### config.mk
export PLATFORM = sky130hd
export DESIGN_NAME = capture_ctrl
export DESIGN_NICKNAME = d
export VERILOG_FILES = /design/src/rtl/capture_pkg.sv /design/src/rtl/capture_decim.sv /design/src/rtl/capture_ctrl.sv
export SDC_FILE = /design/constraint.sdc
export NUM_CORES = 1
export LEC_CHECK = 0
export ABC_AREA = 1
export ABC_CLOCK_PERIOD_IN_PS = 2900
export CAP_MARGIN = 30
export CELL_PAD_IN_SITES_DETAIL_PLACEMENT = 1
export CELL_PAD_IN_SITES_GLOBAL_PLACEMENT = 1
export CORE_MARGIN = 3
export CORE_UTILIZATION = 36
export DETAILED_ROUTE_END_ITERATION = 16
export HOLD_SLACK_MARGIN = 0.1
export MAX_ROUTING_LAYER = met4
export PLACE_DENSITY = 0.86
export SLEW_MARGIN = 20
export SYNTH_ARGS = -nofsm -noshare
export SYNTH_HDL_FRONTEND = slang
export SYNTH_HIERARCHICAL = 1
export SYNTH_SLANG_ARGS = --single-unit
### constraint.sdc
create_clock -name clk -period 2.9 [get_ports clk]
set_input_delay 0.58 -clock clk [delete_from_list [all_inputs] [get_ports clk]]
set_output_delay 0.58 -clock clk [all_outputs]
set_load 0.05 [all_outputs]
### src/rtl/capture_pkg.sv
// Shared types and helpers for the capture sequencer.
package capture_pkg;

    typedef enum logic [2:0] {
        IDLE = 3'd0,
        PRE  = 3'd1,
        WAIT = 3'd2,
        POST = 3'd3,
        DONE = 3'd4
    } cap_state_t;

    function automatic int depth_of(input int addr_w);
        return 1 << addr_w;
    endfunction

    // Post-trigger count can never exceed the ring size minus one.
    function automatic int clamp_pos(input int pos, input int depth);
        return (pos > depth - 1) ? depth - 1 : pos;
    endfunction

endpackage

### src/rtl/capture_decim.sv
// Sample-rate decimator: one strobe every 2**exponent enabled clocks.
// The exponent is latched and the counter cleared on the synchronous clear.
module capture_decim #(
    parameter int DEC_W = 4
) (
    input  logic             clk,
    input  logic             rst,
    input  logic             clr,
    input  logic             en,
    input  logic [DEC_W-1:0] exp_in,
    output logic             strobe
);

    localparam int CNT_W = (1 << DEC_W) - 1;

    logic [DEC_W-1:0] exp_q;
    logic [CNT_W-1:0] cnt_q;
    logic [CNT_W-1:0] cnt_max;

    // Terminal count is 2**exp_q - 1, i.e. exp_q low bits set.
    always_comb begin
        cnt_max = '0;
        for (int i = 0; i < CNT_W; i++) begin
            cnt_max[i] = (i < int'(exp_q));
        end
    end

    assign strobe = en && (cnt_q == cnt_max);

    always_ff @(posedge clk) begin
        if (rst) begin
            cnt_q <= '0;
            exp_q <= '0;
        end else if (clr) begin
            cnt_q <= '0;
            exp_q <= exp_in;
        end else if (en) begin
            cnt_q <= strobe ? '0 : cnt_q + CNT_W'(1);
        end
    end

endmodule

### src/rtl/capture_ctrl.sv
// Arm/trigger/capture sequencer writing a circular sample RAM around trigger_logic.
// Optional auto-trigger timeout: define CAPTURE_AUTO_TRIG_EN.
module capture_ctrl
    import capture_pkg::*;
#(
    parameter int ADDR_W = 9,
    parameter int DEC_W  = 4,
    parameter int TMO_W  = 16
) (
    input  logic              clk,
    input  logic              rst,
    input  logic              start,
    input  logic [ADDR_W-1:0] trig_pos,
    input  logic [DEC_W-1:0]  decimator,
    input  logic              triggered,
    input  logic              capture_done_clr,
    output logic              armed,
    output logic              we,
    output logic [ADDR_W-1:0] waddr,
    output logic [ADDR_W-1:0] trig_addr,
    output logic              set_capture_done,
    output logic              capture_done,
    output logic              busy,
    output logic              auto_trig
);

    // Host interface: start and capture_done_clr are single-clock pulses acted on only
    // in IDLE and DONE respectively; triggered is a level honoured only in WAIT.
    localparam int DEPTH = depth_of(ADDR_W);
    localparam logic [ADDR_W:0] DEPTH_V = (ADDR_W + 1)'(DEPTH);

    cap_state_t        state_q, state_n;
    logic [ADDR_W-1:0] waddr_q, waddr_n, trig_addr_q, trig_pos_q, post_cnt_q;
    logic [ADDR_W:0]   pre_cnt_q, pre_target;
    logic              set_done_q, done_q;
    logic              start_acc, running, strobe, we_c, trig_hit, tmo_hit, post_full, post_last;

    assign start_acc  = start && (state_q == IDLE);
    assign running    = (state_q == PRE) || (state_q == WAIT) || (state_q == POST);
    assign pre_target = DEPTH_V - {1'b0, trig_pos_q};
    assign post_full  = (post_cnt_q == trig_pos_q);
    assign post_last  = ((post_cnt_q + ADDR_W'(1)) == trig_pos_q);
    assign we_c       = strobe && running && !((state_q == POST) && post_full);
    assign waddr_n    = waddr_q + ADDR_W'(we_c);
    assign trig_hit   = triggered || tmo_hit;

    capture_decim #(.DEC_W(DEC_W)) u_decim (
        .clk    (clk),
        .rst    (rst),
        .clr    (start_acc),
        .en     (running),
        .exp_in (decimator),
        .strobe (strobe)
    );

`ifdef CAPTURE_AUTO_TRIG_EN
    logic [TMO_W-1:0] tmo_q;
    logic             auto_q;

    assign tmo_hit   = (state_q == WAIT) && (&tmo_q) && !triggered;
    assign auto_trig = auto_q;

    always_ff @(posedge clk) begin
        if (rst) begin
            tmo_q  <= '0;
            auto_q <= 1'b0;
        end else if (start_acc) begin
            tmo_q  <= '0;
            auto_q <= 1'b0;
        end else begin
            if ((state_q == WAIT) && strobe && !(&tmo_q)) tmo_q <= tmo_q + TMO_W'(1);
            if (tmo_hit) auto_q <= 1'b1;
        end
    end
`else
    // No timeout counter in this build; a zero-width timer can never expire.
    assign tmo_hit   = (TMO_W < 0);
    assign auto_trig = 1'b0;
`endif

    always_comb begin
        state_n = state_q;
        case (state_q)
            IDLE: if (start) state_n = PRE;
            PRE:  if (we_c && ((pre_cnt_q + (ADDR_W + 1)'(1)) == pre_target)) state_n = WAIT;
            WAIT: if (trig_hit) state_n = POST;
            POST: if (post_full || (we_c && post_last)) state_n = DONE;
            DONE: if (capture_done_clr) state_n = IDLE;
            default: state_n = IDLE;
        endcase
    end

    always_ff @(posedge clk) begin
        if (rst) begin
            state_q     <= IDLE;
            waddr_q     <= '0;
            trig_addr_q <= '0;
            trig_pos_q  <= '0;
            pre_cnt_q   <= '0;
            post_cnt_q  <= '0;
            set_done_q  <= 1'b0;
            done_q      <= 1'b0;
        end else begin
            state_q    <= state_n;
            waddr_q    <= waddr_n;
            set_done_q <= (state_n == DONE) && (state_q != DONE);

            if (start_acc) begin
                trig_pos_q <= ADDR_W'(clamp_pos(int'(trig_pos), DEPTH));
                pre_cnt_q  <= '0;
            end else if ((state_q == PRE) && we_c) begin
                pre_cnt_q <= pre_cnt_q + (ADDR_W + 1)'(1);
            end

            // trig_addr takes the post-write address when a strobe coincides with the trigger.
            if ((state_q == WAIT) && trig_hit) begin
                trig_addr_q <= waddr_n;
                post_cnt_q  <= '0;
            end else if ((state_q == POST) && we_c) begin
                post_cnt_q <= post_cnt_q + ADDR_W'(1);
            end

            if ((state_n == DONE) && (state_q != DONE)) done_q <= 1'b1;
            else if ((state_q == DONE) && capture_done_clr) done_q <= 1'b0;
        end
    end

    assign armed            = (state_q == WAIT) || (state_q == POST);
    assign we               = we_c;
    assign waddr            = waddr_q;
    assign trig_addr        = trig_addr_q;
    assign set_capture_done = set_done_q;
    assign capture_done     = done_q;
    assign busy             = (state_q != IDLE);

endmodule

==> metrics <==
final period utilization 0.980; biggest fanout along the worst timing path 5; Logic pwr share 0.142; top routing layer in use met4; status finished clean; number of nets in the finished design 743; initial core utilization 0.378; cell with the most instances after synthesis sky130_fd_sc_hd__nand2_1; Sequential Area 1420 µm²; routability cong. 0.871; fraction of layout cells with a size suffix above 1 0.163; via/cell ratio 5.15; Post-synth EDFFs 0; cts bufs inserted 9; actual transition at the worst max-transition pin 656 ps; worst hold path cell count 2; global route overflow 0; multi-input combinational cell area 2500 µm²; CTS HTree Levels 3; Final Routed Wirelength 13.5 mm; cells taking the most area after synthesis sky130_fd_sc_hd__dfxtp_1 (33%), sky130_fd_sc_hd__nand2_1 (17%), sky130_fd_sc_hd__inv_1 (7.1%); gate count after technology mapping 660; most used flip-flop cell after synthesis sky130_fd_sc_hd__dfxtp_1; clock latency on the worst-skew pair 340 ps; root cell of the clock tree sky130_fd_sc_hd__clkbuf_16; area growth from synthesis to layout 26.6%; wire length per cell 15.6 µm; element type at the critical path end primary output; Post-Place Cells 838; total I/O pin count 42; largest net degree at the start of global routing 19; setup clock skew after layout 6.45 ps; vias in the first global route 4,693; max-slew violation total from the final report 0; switching power summed over all nets 0.712 mW; Residual DRC 0; type of the worst setup path flop to primary output; count of final setup violators 0; number of synthesized register bits 70; crit-path max cell delay 370 ps; Pre-antenna DRT Iters 4; power per cell area 472 nW/µm²; reg2reg path depth 20; Crit. Startpoint u_decim/exp_q[3]$_SDFFE_PP0P_; area of the mapped netlist 4210 µm²; post-synthesis area per instance 6.38 µm²; post-detailed-placement half-perimeter wirelength 9.82 mm; DRT iter0 DRCs 108; hold_sp capture_done$_SDFFE_PP0P_; wire length of the first global-routing pass 22.0 mm; part of the power in the clock network 0.456; Overall Power 2.52 mW; startpoint types flop; Seq/Total Area, Yosys 0.333; Syn. warnings 6; reg2reg start u_decim/exp_q[3]$_SDFFE_PP0P_; internal power 1.80 mW; peak clock frequency supported by timing 352 MHz; number of antenna violations at the first check in global routing 0; power share of the sequential group 0.401; clock edge transition at the registers on the reported setup and hold paths 60 ps; horizontal die dimension 114 µm; routed vias 4,447; critical path's slowest cell sky130_fd_sc_hd__dfxtp_2; met2 layer wire length in the routed design 7.08 mm; net switching fraction of the power 0.283; unrepaired setup endpoints after global routing yes; number of antenna repair diodes 0; finished layout cell area 5330 µm²; filler cell count in the final layout 1,481; proportion of register bits with asynchronous set or reset after synthesis 0; Final Non-Filler Cells 864; routed length on met3 334 µm; count of different cell masters after synthesis 39; core area 11,100 µm²; buffer levels on the longest clock path 2; VDD IR-drop max 0.266 mV; sequence of cells on the critical path xnor2_1 -> nand2_1 -> nor2_2 -> nand3_2 -> nor2_4 -> nand2_4 -> inv_2 -> nor3b_4 -> nand2_2 -> inv_8 -> buf_4 -> buf_12; CTS tree done; number of standard-cell rows in the floorplan 38; worst path arrival time 2260 ps; antenna-violating nets left 0; maxcap violations 0; Port Buffers 40; syn nets 684; Final Core Density 0.479; total routed wire length on the met1 layer 5.81 mm; Synth area leader sky130_fd_sc_hd__dfxtp_1; count of final hold-check violations 0; Cell Area, Placed 4830 µm²; sink count of the clock tree 70; path class of the lowest-slack min-delay path flop to flop; area share of the leading cell type in the synthesized netlist 0.333; aggregate global-route resource usage 0.215; total negative setup slack 0 ps; critical path data required time 2320 ps; final period demand of the worst path 2840 ps; list of most frequent post-synthesis cells sky130_fd_sc_hd__nand2_1 (191), sky130_fd_sc_hd__inv_1 (80), sky130_fd_sc_hd__dfxtp_1 (70), sky130_fd_sc_hd__nor2_1 (63), sky130_fd_sc_hd__nand3_1 (56); reported leakage power 2.38 nW; Die Span Y 114 µm; worst slew margin relative to its limit 0.561; die area 13,000 µm²
==> path summary, 6_finish.rpt <==
path	slack (ps)	to
hold / removal	480	capture_done$_SDFFE_PP0P_
setup reg to reg	60	trig_addr[8]$_SDFFE_PP0P_
setup / recovery	60	we
hold reg to reg	480	capture_done$_SDFFE_PP0P_
==> cell families after synthesis <==
kind of cell / after synthesis / share of synthesized area
simple gates: 370 / 0.397
buf+inv: 106 / 0.101
xor+xnor: 19 / 0.0395
flops: 70 / 0.333
other cells: 1 / 0.000891
compound gates: 88 / 0.111
fa+ha+maj: 6 / 0.0178
==> timing repair <==
item | CTS | global route
buffers inserted | 2 | 8
endpoints found under the setup margin | 3 | 6
hold buffers | 0 | 0
pin swaps | 6 | 9
resized for setup | 14 | 19
gates cloned | 0 | 0
==> per-layer routing <==
metal,up-vias,track usage
li1,2203,-
met1,2135,0.237
met2,81,0.388
met3,28,0.0291
met4,0,0.0879
met5,-,-
==> placed cells by master (no fill, tap or decap), drive strengths merged <==
cell type      count
a211oi             4
a21oi             40
a31oi              1
and3               2
buf               21
bufinv             1
clkbuf            10
clkdlybuf4s50     39
clkinv             4
clkinvlp           2
conb               1
dfxtp             70
ha                 6
inv               93
nand2            204
nand3             60
nand3b             3
nand4              5
nor2              86
nor3               7
nor3b              1
o21a               1
o21ai             35
o21bai             1
o22a               2
o22ai              4
or2                2
xnor2              9
xor2              10
==> metrics by stage <==
| step | worst slack [ps] | hold slack [ps] |
|---|---|---|
| 2_1_floorplan | 3.51 | 457 |
| 3_3_place_gp | 85.3 | 457 |
| 3_5_place_dp | -119 | 474 |
| 4_1_cts | 53.0 | 483 |
| 5_1_grt | -128 | 500 |
| 6_report | 58.2 | 475 |
==> sequential cells by signal (all words and copies together), names as in the netlist <==
signal            count
u_decim/cnt_q        15
waddr                 9
set_capture_done      1
u_decim/exp_q         4
post_cnt_q            9
state_q               3
trig_addr             9
trig_pos_q            9
capture_done          1
pre_cnt_q            10
==> final cells by class <==
class / instances / share of cell area
clock buffers: 10 / 0.0448
clock inverters: 6 / 0.0134
multi-input cells: 484 / 0.469
inverters: 94 / 0.0685
flip-flops and latches: 70 / 0.266
well taps: 140 / 0.0329
repair buffers: 60 / 0.105
==> critical path, delay by kind of cell (launching register included) <==
| family | cells | cell delay [ps] |
|---|---|---|
| flip-flops | 1 | 370 |
| XOR/XNOR | 1 | 270 |
| AND/OR/NAND/NOR | 7 | 840 |
| buffers and inverters | 4 | 440 |
==> power groups by stage <==
stage	Clock (mW)	Combinational (mW)	Sequential, mW
2_1_floorplan	0	0.245	1.02
3_3_place_gp	0	0.322	1.03
3_5_place_dp	0	0.339	1.03
4_1_cts	1.16	0.348	1.01
5_1_grt	1.21	0.396	1.01
6_report	1.15	0.358	1.01
(Power assumes the default switching activity.)
